$ cat config.mk
export PLATFORM = sky130hd
export DESIGN_NAME = inout_sram_arbiter
export DESIGN_NICKNAME = d
export VERILOG_FILES = /design/src/rtl/inout_arb_pkg.sv /design/src/rtl/rr_arbiter.sv /design/src/rtl/inout_sram_arbiter.sv
export SDC_FILE = /design/constraint.sdc
export NUM_CORES = 1
export LEC_CHECK = 0
export ABC_CLOCK_PERIOD_IN_PS = 3700
export BUFFER_PORTS_ARGS = -buffer_cell sky130_fd_sc_hd__clkbuf_2
export CAP_MARGIN = 20
export CORE_AREA = 2 2 145 147
export CTS_CLUSTER_DIAMETER = 50
export CTS_CLUSTER_SIZE = 14
export DETAILED_ROUTE_END_ITERATION = 16
export DIE_AREA = 0 0 147 149
export GPL_ROUTABILITY_DRIVEN = 0
export HOLD_SLACK_MARGIN = 0.15
export SETUP_SLACK_MARGIN = 0.02
export SKIP_CTS_REPAIR_TIMING = 1
export SYNTH_ARGS = -nofsm -noshare
export SYNTH_HDL_FRONTEND = slang
export SYNTH_SLANG_ARGS = --single-unit
$ cat constraint.sdc
create_clock -name clk -period 3.7 [get_ports clk]
set_clock_uncertainty 0.2 [all_clocks]
set_input_delay 0.925 -clock clk [delete_from_list [all_inputs] [get_ports clk]]
set_output_delay 0.925 -clock clk [all_outputs]
set_load 0.01 [all_outputs]
$ cat src/rtl/inout_arb_pkg.sv
// Shared widths, state encoding and helpers for the SRAM burst arbiter.
package inout_arb_pkg;
  localparam int ADDR_W              = 18;
  localparam int LEN_W               = 16;
  localparam int WORD_W              = 16;
  localparam int RDATA_W             = 32;
  localparam int DEPTH_WORDS_DEFAULT = 196608;

  typedef enum logic [1:0] {
    IDLE,
    BURST,
    DRAIN
  } arb_state_e;

  function automatic logic [RDATA_W-1:0] signExtendWord(input logic [WORD_W-1:0] word);
    return {{(RDATA_W-WORD_W){word[WORD_W-1]}}, word};
  endfunction
endpackage

$ cat src/rtl/rr_arbiter.sv
// Round-robin arbiter: one-hot grant starting from a rotating priority pointer.
module rr_arbiter #(
  parameter int NUM_REQ = 2,
  parameter int IDX_W   = (NUM_REQ > 1) ? $clog2(NUM_REQ) : 1
) (
  input  logic               clk,
  input  logic               rst,
  input  logic [NUM_REQ-1:0] req_i,
  input  logic               en_i,
  output logic [NUM_REQ-1:0] grant_o,
  output logic [IDX_W-1:0]   grantIdx_o,
  output logic               anyGrant_o
);
  logic [IDX_W-1:0] ptr_q, ptr_d;
  logic [IDX_W-1:0] sel;
  int               sum;

  // Scan requesters starting at the pointer; the first one found wins.
  always_comb begin
    grant_o    = '0;
    grantIdx_o = '0;
    anyGrant_o = 1'b0;
    sum        = 0;
    sel        = '0;
    for (int i = 0; i < NUM_REQ; i++) begin
      sum = int'(ptr_q) + i;
      if (sum >= NUM_REQ) sum = sum - NUM_REQ;
      sel = IDX_W'(sum);
      if (!anyGrant_o && req_i[sel]) begin
        anyGrant_o   = 1'b1;
        grant_o[sel] = 1'b1;
        grantIdx_o   = sel;
      end
    end
  end

  always_comb begin
    ptr_d = ptr_q;
    if (en_i && anyGrant_o)
      ptr_d = (int'(grantIdx_o) == NUM_REQ - 1) ? '0 : grantIdx_o + 1'b1;
  end

  always_ff @(posedge clk or posedge rst) begin
    if (rst) ptr_q <= '0;
    else     ptr_q <= ptr_d;
  end
endmodule

$ cat src/rtl/inout_sram_arbiter.sv
// Burst arbiter granting SRAM access to NUM_REQ requesters for read/write bursts.
module inout_sram_arbiter
  import inout_arb_pkg::*;
#(
  parameter int NUM_REQ     = 2,
  parameter int DEPTH_WORDS = DEPTH_WORDS_DEFAULT
) (
  input  logic                           clk,
  input  logic                           rst,
  input  logic [NUM_REQ-1:0]             req_valid,
  input  logic [NUM_REQ-1:0]             req_we,
  input  logic [NUM_REQ-1:0][ADDR_W-1:0] req_base,
  input  logic [NUM_REQ-1:0][LEN_W-1:0]  req_len,
  output logic [NUM_REQ-1:0]             req_ready,
  input  logic [NUM_REQ-1:0]             wvalid,
  input  logic [NUM_REQ-1:0][WORD_W-1:0] wdata,
  output logic [NUM_REQ-1:0]             wready,
  output logic [NUM_REQ-1:0]             rvalid,
  output logic [RDATA_W-1:0]             rdata,
  output logic [NUM_REQ-1:0]             done,
  output logic [NUM_REQ-1:0]             err,
  output logic                           mem_cs,
  output logic                           mem_oe,
  output logic                           mem_web,
  output logic [ADDR_W-1:0]              mem_addr,
  output logic [WORD_W-1:0]              mem_wdata,
  input  logic [RDATA_W-1:0]             mem_rdata
);
  localparam int IDX_W = (NUM_REQ > 1) ? $clog2(NUM_REQ) : 1;
  localparam int SUM_W = ADDR_W + 2;

  arb_state_e         state_q, state_d;
  logic [IDX_W-1:0]   owner_q, owner_d;
  logic               we_q, we_d;
  logic [ADDR_W-1:0]  addr_q, addr_d;
  logic [LEN_W-1:0]   len_q, len_d;
  logic [LEN_W-1:0]   cnt_q, cnt_d;
  logic               rvalid_q, rvalid_d;
  logic               err_q, err_d;
  logic [ADDR_W-1:0]  addrHold_q, addrHold_d;
  logic [WORD_W-1:0]  wdataHold_q, wdataHold_d;

  logic               arbEn;
  logic [NUM_REQ-1:0] grant;
  logic [IDX_W-1:0]   grantIdx;
  logic               anyGrant;
  logic               rangeErr;
  logic               beat;
  logic [NUM_REQ-1:0] ownerOh;
  logic               unusedRdataHi;

  rr_arbiter #(.NUM_REQ(NUM_REQ), .IDX_W(IDX_W)) uArb (
    .clk       (clk),
    .rst       (rst),
    .req_i     (req_valid),
    .en_i      (arbEn),
    .grant_o   (grant),
    .grantIdx_o(grantIdx),
    .anyGrant_o(anyGrant)
  );

  assign rangeErr      = (SUM_W'(req_base[grantIdx]) + SUM_W'(req_len[grantIdx])) >= SUM_W'(DEPTH_WORDS);
  assign ownerOh       = NUM_REQ'(1) << owner_q;
  assign rvalid        = rvalid_q ? ownerOh : '0;
  assign err           = err_q ? ownerOh : '0;
  assign rdata         = signExtendWord(mem_rdata[WORD_W-1:0]);
  assign unusedRdataHi = ^mem_rdata[RDATA_W-1:WORD_W];

  // Outside a burst the SRAM bus parks on the last issued address and data.
  always_comb begin
    state_d     = state_q;
    owner_d     = owner_q;
    we_d        = we_q;
    addr_d      = addr_q;
    len_d       = len_q;
    cnt_d       = cnt_q;
    rvalid_d    = 1'b0;
    err_d       = 1'b0;
    addrHold_d  = addrHold_q;
    wdataHold_d = wdataHold_q;
    arbEn       = 1'b0;
    beat        = 1'b0;
    req_ready   = '0;
    wready      = '0;
    done        = '0;
    mem_cs      = 1'b0;
    mem_oe      = 1'b0;
    mem_web     = 1'b1;
    mem_addr    = addrHold_q;
    mem_wdata   = wdataHold_q;
    case (state_q)
      IDLE: begin
        arbEn = 1'b1;
        if (anyGrant) begin
          req_ready = grant;
          owner_d   = grantIdx;
          we_d      = req_we[grantIdx];
          addr_d    = req_base[grantIdx];
          len_d     = req_len[grantIdx];
          cnt_d     = '0;
          if (rangeErr) err_d   = 1'b1;
          else          state_d = BURST;
        end
      end
      BURST: begin
        mem_addr = addr_q;
        if (we_q) begin
          if (wvalid[owner_q]) begin
            beat            = 1'b1;
            mem_cs          = 1'b1;
            mem_web         = 1'b0;
            mem_wdata       = wdata[owner_q];
            wdataHold_d     = wdata[owner_q];
            wready[owner_q] = 1'b1;
            if (cnt_q == len_q) begin
              done[owner_q] = 1'b1;
              state_d       = IDLE;
            end
          end
        end else begin
          beat     = 1'b1;
          mem_cs   = 1'b1;
          mem_oe   = 1'b1;
          rvalid_d = 1'b1;
          if (cnt_q == len_q) state_d = DRAIN;
        end
        if (beat) begin
          addr_d     = addr_q + 1'b1;
          cnt_d      = cnt_q + 1'b1;
          addrHold_d = addr_q;
        end
      end
      DRAIN: begin
        done[owner_q] = 1'b1;
        state_d       = IDLE;
      end
      default: state_d = IDLE;
    endcase
  end

  always_ff @(posedge clk or posedge rst) begin
    if (rst) begin
      state_q     <= IDLE;
      owner_q     <= '0;
      we_q        <= 1'b0;
      addr_q      <= '0;
      len_q       <= '0;
      cnt_q       <= '0;
      rvalid_q    <= 1'b0;
      err_q       <= 1'b0;
      addrHold_q  <= '0;
      wdataHold_q <= '0;
    end else begin
      state_q     <= state_d;
      owner_q     <= owner_d;
      we_q        <= we_d;
      addr_q      <= addr_d;
      len_q       <= len_d;
      cnt_q       <= cnt_d;
      rvalid_q    <= rvalid_d;
      err_q       <= err_d;
      addrHold_q  <= addrHold_d;
      wdataHold_q <= wdataHold_d;
    end
  end
endmodule

==> impl_metrics.tcl, run 1 <==
set metrics [dict create \
    status "finished clean" \
    ys_seq_elements 91 \
    drtAntennaViolNets 0 \
    cts_root_buf "clkbuf_16" \
    tns_ns 0 \
    die_area_sq_um 21900 \
    synthArstFlopShare_pct 100 \
    yosys_warnings 0 \
    final_util_pct 37.7 \
    synth_cells 687 \
    cp-end-kind "register" \
    crit_path_max_fanout 20 \
    crit_chain "clkbuf_2 -> buf_4 -> nand2b_2 -> nand2_4 -> buf_12 -> nand2_1 -> nand2_1 -> ha_4 -> and3_4 -> nand2_1 -> buf_4 -> a2111oi_4 -> o21ai_1 -> and3_1 -> or4_1 -> o211ai_1" \
    post_drt_wl_per_cell_um 14.8 \
    fin_crit_ns 3.59 \
    r2r_cells 15 \
    rr_startpoint "uArb.ptr_q$_DFFE_PP0P_" \
    slowest_delay_ns 0.51 \
    syn_avg_cell_area_sq_um 8.71 \
    relSlewSlack_pct 46.2 \
    synthTopCellsByArea "dfrtp_1, mux2_2, nand2_1" \
    dpl_cell_area_sq_um 7250 \
    die_h_um 149 \
    io_pins 219 \
    synth_area_sq_um 5990 \
    dr_total_vias 5298 \
    stdcell_area_sq_um 7760 \
    cp-start-kind "input port" \
    hold_path_class "register to register" \
    p_leak_nw 3.74 \
    gr-total-overflow 0 \
    antennaDiodeCount 0 \
    ys.flop_type "dfrtp_1" \
    start_util_pct 29.1 \
    syn_nets 849 \
    grt_pass1_wl_um 26300 \
    r2r-end "state_q[1]$_DFFE_PP0P_" \
    netlist.area_leader.share_pct 38.0 \
    routed_wl_um 16700 \
    cp.arrival_ns 3.66 \
    ys_top_cells_by_count "nand2_1, dfrtp_1, a21oi_1" \
    yosys.area.top_type "dfrtp_1" \
    drive_gt1_share_pct 35.5 \
    htreeDepth 3 \
    finalCritPeriodShare_pct 97.0 \
    finalHoldViolations 0 \
    whs_path_depth 2 \
    synth_seq_area_share_pct 38.0 \
    first_global_vias 5150 \
    critPathMostFrequentCell "nand2_1" \
    cp.required_ns 3.77 \
    cts_tree "yes" \
    yosysUniqueCellTypes 52 \
    setup_viol 0 \
    hpwlAfterDp_um 13000 \
    maxCapViolations 0 \
    critPathTopFamily "simple AND/OR/NAND/NOR gates" \
    via_per_inst 4.71 \
    p_per_area_nw_per_um2 761 \
    numPortBuffers 154 \
    syn2layout_area_growth_pct 29.6 \
    cts_buffers 9 \
    drtIter0Drc 287 \
    r2r_setup_slack_ns 0.40 \
    core-area_sq_um 20600 \
    drtPass1Iterations 5 \
    tightest_slew_ns 0.798 \
    grt_max_degree 68 \
    clk_latency_ns 0.35 \
    path_class "input port to register" \
    path_buf_inv 4 \
    remaining_drc_errors 0 \
    grt_usage_pct 15.3 \
    die_w_um 147 \
    ir_drop_mv 0.252 \
    clockBufferDepth 2 \
    antenna_found_initial 0 \
    min_to "len_q[1]$_DFFE_PP0P_" \
    min-delay-start "len_q[1]$_DFFE_PP0P_" \
    cts_sinks 91 \
    nets 1008 \
    fmax_mhz 279 \
    slew_viol_final 0 \
    synth.most_common_cell "nand2_1" \
    rows 53 \
    crit_path_top_delay_cell "or4_1" \
    path_clk_slew_ns 0.06 \
    synth_edf_count 0 \
]
==> worst reg2reg max path, cell delays in order, from the launching register on <==
cell,delay [ns]
dfrtp_1,0.41
nor2b_4,0.17
nor2_4,0.07
buf_12,0.12
buf_4,0.14
nand2_1,0.07
nand2_2,0.10
ha_4,0.29
and3_4,0.18
nand2_1,0.07
buf_4,0.14
a2111oi_4,0.33
o21ai_1,0.10
and3_1,0.23
or4_1,0.51
o211ai_1,0.09
==> flip-flops by register name (all words and copies together) (netlist names) <==
register / count
we_q: 1
addr_q: 18
owner_q: 1
addrHold_q: 18
state_q: 2
cnt_q: 16
rvalid_q: 1
wdataHold_q: 16
len_q: 16
uArb.ptr_q: 1
err_q: 1
==> cell usage in the layout, fill, tap and decap left out, types with 4 or more instances in the layout <==
cell	n
ha_4	4
nand4_1	8
xnor2_1	12
nand2b_1	4
a22o_1	4
ha_1	16
mux2i_1	20
nand2_1	130
clkbuf_2	153
nor2_1	49
nand3_1	18
mux2_2	46
or3_1	4
clkbuf_16	9
o22ai_1	6
a21oi_1	55
buf_12	7
nor4_1	4
buf_4	50
nor3_1	5
dfrtp_1	91
o21ai_0	34
xor2_1	25
nand2_2	4
and3_1	6
inv_1	19
and2_1	4
a21o_1	7
==> area by class of cell <==
class,count,area (sq um)
fillers,2106,12800
multi-input cells,512,3410
flip-flops and latches,91,2280
inverters,20,76.3
well taps,275,344
repair buffers,212,1300
clock buffers,9,225
clock inverters,7,123
==> per-stage QoR <==
step / hold slack, ns / power (mW) / std cells / worst slack (ns)
2_1_floorplan: 0.269 / 3.77 / 687 / 0.0326
3_3_place_gp: 0.280 / 4.74 / 1105 / -0.263
3_5_place_dp: 0.290 / 4.80 / 1105 / -0.330
4_1_cts: 0.305 / 5.90 / 1121 / 0.0237
5_1_grt: 0.316 / 6.39 / 1126 / -0.00336
6_report: 0.303 / 5.90 / 1126 / 0.111
==> routing by layer <==
layer / GRT usage, % / vias up / share of wire [%]
li1: - / 2653 / -
met1: 19.9 / 2454 / 45
met2: 25.2 / 168 / 46
met3: 3.24 / 23 / 6.4
met4: 5.63 / 0 / 2.2
met5: 0 / - / 0
==> logic make-up after synthesis <==
logic type | share of synthesized area, %
compound gates | 14.3
xor+xnor | 5.41
fa+ha+maj | 4.72
buf+inv | 7.34
flops | 38.0
mux | 12.3
simple gates | 17.9
==> where the power goes <==
part	internal (mW)	total, mW	switching, mW
logic	1.41	3.04	1.63
registers	1.44	1.78	0.342
clock network	0.665	1.08	0.417
==> how the worst max path moves through the flow <==
stage                      start                endpoint  slack (ns)  cells after the start
floorplan           req_valid[1]  state_q[1]$_DFFE_PP0P_        0.03                     15
global placement    req_valid[0]  state_q[1]$_DFFE_PP0P_       -0.26                     14
detailed placement  req_valid[0]  state_q[1]$_DFFE_PP0P_       -0.33                     14
CTS                 req_valid[0]  state_q[1]$_DFFE_PP0P_        0.02                     14
global route        req_valid[1]  state_q[1]$_DFFE_PP0P_      -0.003                     16
finish              req_valid[0]  state_q[1]$_DFFE_PP0P_        0.11                     16
No activity file was read; power rests on OpenSTA's default activity.
==> run 2: changes to the inputs <==
==> constraint.sdc (replaced) <==
create_clock -name clk -period 3.7 [get_ports clk]
set_clock_uncertainty 0.2 [all_clocks]
set_input_delay 0.74 -clock clk [delete_from_list [all_inputs] [get_ports clk]]
set_output_delay 0.74 -clock clk [all_outputs]
set_load 0.01 [all_outputs]
==> run 2 against run 1 <==
  * Non-clock buffer count shrank 9
  * Sequential power is essentially flat
  * Routed wire length grew 0.24%
  * Global-route usage grew 0.41 points
  * Largest power group unchanged
==> impl_metrics.tcl, run 2 (synthesis gave the netlist of run 1 again) <==
set metrics [dict create \
    dpl_worst_slack_ns -0.109 \
    ir_drop_mv 0.250 \
    slew_viol_final 0 \
    clk_latency_ns 0.36 \
    p_per_area_nw_per_um2 763 \
    io_pins 219 \
    p_leak_nw 3.65 \
    cts_root_buf "clkbuf_16" \
    cts_sinks 91 \
    cp.required_ns 3.77 \
    core-area_sq_um 20600 \
    dr_total_vias 5331 \
    setup_viol 0 \
    gr-total-overflow 0 \
    drtPass1Iterations 5 \
    fin_ws_ns 0.194 \
    hpwlAfterDp_um 12900 \
    crit_path_max_fanout 30 \
    grt_max_degree 44 \
    first_global_vias 5109 \
    hold_path_class "input port to async pin" \
    grt_pass1_wl_um 27000 \
    cp.arrival_ns 3.57 \
    fin_crit_ns 3.51 \
    rsz0062_at_grt "false" \
    routed_wl_um 16700 \
    busiest_layer "met2" \
    path_clk_slew_ns 0.07 \
    path_class "input port to register" \
    rows 53 \
    reg_top3 "addrHold_q x18, addr_q x18" \
    status "finished clean" \
    fmax_mhz 285 \
    drive_gt1_share_pct 32.9 \
    drtIter0Drc 258 \
    finalCritPeriodShare_pct 94.8 \
    use_met2_pct 25.1 \
    cts_buffers 9 \
    cp-end-kind "register" \
    numPortBuffers 154 \
    via_per_inst 4.77 \
    drtAntennaViolNets 0 \
    die_h_um 149 \
    remaining_drc_errors 0 \
    r2r-end "state_q[1]$_DFFE_PP0P_" \
    layout_commonest_cell "clkbuf_2" \
    relSlewSlack_pct 46.9 \
    die_w_um 147 \
    finalPower_mw 5.69 \
    antennaDiodeCount 0 \
    grt_usage_pct 15.7 \
    use_met3_pct 2.45 \
    antenna_found_initial 0 \
    r2r_setup_slack_ns 0.30 \
    cts_tree "yes" \
    tightest_slew_ns 0.789 \
    grtUsageMet1_pct 21.1 \
    most-common-layout-cells "clkbuf_2, nand2_1, dfrtp_1" \
    clockBufferDepth 2 \
    maxCapViolations 0 \
    htreeDepth 3 \
    finalHoldViolations 0 \
    rr_startpoint "uArb.ptr_q$_DFFE_PP0P_" \
    die_area_sq_um 21900 \
    start_util_pct 29.1 \
    nets 999 \
    cp-start-kind "input port" \
    r2r_cells 13 \
    post_drt_wl_per_cell_um 14.9 \
    syn2layout_area_growth_pct 24.6 \
]
## run 2: critical path: stages
cell and delay, ns:
clkbuf_2 0.09, buf_4 0.15, nand2b_2 0.07, nand2_1 0.11, buf_12 0.19, nand2_1 0.08, nand2_1 0.11, ha_1 0.33
and3_1 0.22, a22o_1 0.22, a211o_1 0.31, o2111ai_1 0.22, mux2i_1 0.16, or4_1 0.48, o211ai_1 0.09
## run 2: metrics by stage
| stage | hold slack [ns] | utilization (%) | TNS (ns) | area (sq um) | std cells |
|---|---|---|---|---|---|
| global placement | 0.285 | 34.8 | -0.0814 | 7150 | 1101 |
| CTS | 0.307 | 36.3 | 0 | 7460 | 1117 |
| floorplan | 0.269 | - | 0 | 5990 | 687 |
| global route | 0.321 | 36.3 | 0 | 7460 | 1117 |
| detailed placement | 0.292 | 34.8 | -0.109 | 7150 | 1101 |
| finish | 0.275 | 36.3 | 0 | 7460 | 1117 |
## run 2: area by class of cell
class	count	area (sq um)
well taps	275	344
flip-flops and latches	91	2280
fillers	2139	13100
clock inverters	6	70.1
multi-input cells	512	3290
inverters	20	76.3
repair buffers	203	1160
clock buffers	10	239
## run 2: worst max path at each step
stage,startpoint,to,slack [ns],depth (start not counted)
floorplan,req_valid[1],state_q[1]$_DFFE_PP0P_,0.04,15
global placement,req_valid[0],state_q[1]$_DFFE_PP0P_,-0.08,15
detailed placement,req_valid[0],state_q[1]$_DFFE_PP0P_,-0.11,15
CTS,req_valid[0],state_q[1]$_DFFE_PP0P_,0.23,15
global route,req_valid[0],state_q[1]$_DFFE_PP0P_,0.02,16
finish,req_valid[0],state_q[1]$_DFFE_PP0P_,0.19,15
## run 2: routing by layer
metal | vias up | wire length (um)
li1 | 2650 | -
met1 | 2463 | 7720
met2 | 183 | 7510
met3 | 35 | 999
met4 | 0 | 467
met5 | - | 0
## run 2: power breakdown
group | internal, mW | switching, mW | leakage, nW
sequential | 1.44 | 0.324 | 1.10
combinational | 1.34 | 1.61 | 2.40
clock | 0.549 | 0.429 | 0.153
total | 3.32 | 2.37 | 3.65
==> run 3: changes to the inputs <==
--- a/config.mk
+++ b/config.mk
@@ -6,13 +6,13 @@
 export NUM_CORES = 1
 export LEC_CHECK = 0
 export ABC_CLOCK_PERIOD_IN_PS = 3700
-export BUFFER_PORTS_ARGS = -buffer_cell sky130_fd_sc_hd__clkbuf_2
 export CAP_MARGIN = 20
 export CORE_AREA = 2 2 145 147
 export CTS_CLUSTER_DIAMETER = 50
 export CTS_CLUSTER_SIZE = 14
 export DETAILED_ROUTE_END_ITERATION = 16
 export DIE_AREA = 0 0 147 149
+export DONT_BUFFER_PORTS = 1
 export GPL_ROUTABILITY_DRIVEN = 0
 export HOLD_SLACK_MARGIN = 0.15
 export SETUP_SLACK_MARGIN = 0.02
==> run 3 against run 2 <==
  * Worst hold slack worse by 0.047 ns
  * Maximum frequency is 2.5% higher
  * Power is 5.9% lower
==> impl_metrics.tcl, run 3 (synthesis gave the netlist of run 1 again) <==
set metrics [dict create \
    nets 834 \
    post_drt_wl_per_cell_um 16.9 \
    use_met2_pct 23.8 \
    path_clk_slew_ns 0.07 \
    drive_gt1_share_pct 16.4 \
    r2r-end "state_q[1]$_DFFE_PP0P_" \
    fin_ws_ns 0.279 \
    finalPower_mw 5.35 \
    cp-end-kind "register" \
    drtAntennaViolNets 0 \
    final_util_pct 32.1 \
    busiest_layer "met2" \
    antenna_found_initial 0 \
    hpwlAfterDp_um 12500 \
    ir_drop_mv 0.270 \
    first_global_vias 4448 \
    rr_startpoint "uArb.ptr_q$_DFFE_PP0P_" \
    htreeDepth 3 \
    path_buf_inv 1 \
    status "finished clean" \
    p_leak_nw 2.95 \
    finalCritPeriodShare_pct 92.5 \
    r2r_setup_slack_ns 0.28 \
    drtIter0Drc 341 \
    multi_input_area_sq_um 3290 \
    start_util_pct 29.1 \
    hold_ws_ns 0.228 \
    clockBufferDepth 2 \
    crit_path_max_fanout 31 \
    critPathMostFrequentCell "nand2_1" \
    dr_total_vias 4706 \
    grt_pass1_wl_um 25200 \
    path_class "register to register" \
    fillers 2152 \
    gr-total-overflow 0 \
    setup_viol 0 \
    rows 53 \
    fmax_mhz 292 \
    tightest_slew_ns 0.876 \
    critPathTopFamily "simple AND/OR/NAND/NOR gates" \
    core-area_sq_um 20600 \
    cts_tree "yes" \
    cp-start-kind "register" \
    routed_wl_um 16100 \
    remaining_drc_errors 0 \
    dpl_worst_slack_ns -0.0831 \
    numPortBuffers 0 \
    cts_buffers 9 \
    die_h_um 149 \
    antennaDiodeCount 0 \
    hold_path_class "input port to async pin" \
    via_per_inst 4.94 \
    clk_latency_ns 0.35 \
    most-common-layout-cells "nand2_1, dfrtp_1, a21oi_1" \
    grt_max_degree 49 \
    cp.arrival_ns 3.49 \
    reg_top3 "addrHold_q x18, addr_q x18" \
    fin_crit_ns 3.42 \
    slew_viol_final 0 \
    cts_sinks 91 \
    crit_path_top_delay_cell "or4_1" \
    fin_cells 952 \
    r2r_cells 13 \
    use_met3_pct 3.06 \
    die_w_um 147 \
    relSlewSlack_pct 41.5 \
    io_pins 219 \
    grtUsageMet1_pct 20.1 \
    syn2layout_area_growth_pct 10.3 \
    drtPass1Iterations 5 \
    slowest_delay_ns 0.48 \
    p_per_area_nw_per_um2 811 \
    layout_commonest_cell "nand2_1" \
    cts_root_buf "clkbuf_16" \
    rsz0062_at_grt "false" \
    maxCapViolations 0 \
    die_area_sq_um 21900 \
    finalHoldViolations 0 \
    cp.required_ns 3.77 \
    grt_usage_pct 15.1 \
    dpl.cell_count 936 \
    regArea_sq_um 2280 \
    crit_chain "nand2b_2 -> nand2_1 -> buf_12 -> nand2_1 -> nand2_1 -> ha_1 -> and3_1 -> a22o_1 -> a211o_1 -> o2111ai_1 -> mux2i_1 -> or4_1 -> o211ai_1" \
]
## run 3: cell types whose count changed in the layout (fill, tap and decap cells not counted)
cell,before,now
buf_12,2,3
buf_4,47,35
clkbuf_1,0,1
clkbuf_2,154,0
clkbuf_8,1,0
clkinv_2,2,3
clkinv_4,2,1
clkinvlp_4,0,1
inv_6,2,1
mux2i_1,21,22
mux2i_2,1,0
nor2b_1,4,3
nor2b_2,0,1
## run 3: worst max path at each step
stage                                start                      to  slack [ns]  depth (start not counted)
floorplan                     req_valid[1]  state_q[1]$_DFFE_PP0P_        0.04                         15
global placement              req_valid[0]  state_q[1]$_DFFE_PP0P_       -0.05                         13
detailed placement            req_valid[0]  state_q[1]$_DFFE_PP0P_       -0.08                         13
CTS                 uArb.ptr_q$_DFFE_PP0P_  state_q[1]$_DFFE_PP0P_        0.25                         13
global route        uArb.ptr_q$_DFFE_PP0P_  state_q[1]$_DFFE_PP0P_        0.07                         14
finish              uArb.ptr_q$_DFFE_PP0P_  state_q[1]$_DFFE_PP0P_        0.28                         13
## run 3: where the power goes
group / internal [mW] / switching (mW)
clock: 0.526 / 0.414
sequential: 1.44 / 0.345
combinational: 1.11 / 1.53
## run 3: worst reg2reg max path: cells and delay by family (launching register included)
kind | cells | cell delay (ns)
AOI/OAI and AO/OA | 4 | 0.83
adders and majority gates | 1 | 0.28
buffers and inverters | 1 | 0.21
DFF | 1 | 0.40
muxes | 1 | 0.15
and+or+nand+nor | 6 | 1.25
## run 3: metal layers
metal  vias up  share of wire, %
met3        29               6.2
met4         0               3.0
met2       151                45
li1       2318                 -
met5         -                 0
met1      2208                46
## run 3: per-stage QoR
step,setup TNS [ns],area [sq um]
after floorplan,0,5990
after global placement,-0.0526,6310
after detailed placement,-0.0831,6310
after CTS,0,6600
after global routing,0,6600
final,0,6600
## run 3: layout make-up
class	instances	area share (%)
Clock buffer	10	3.47
Clock inverter	6	0.985
Inverter	20	1.16
Multi-Input combinational cell	512	49.8
Sequential cell	91	34.5
Tap cell	275	5.21
Timing Repair Buffer	38	4.89
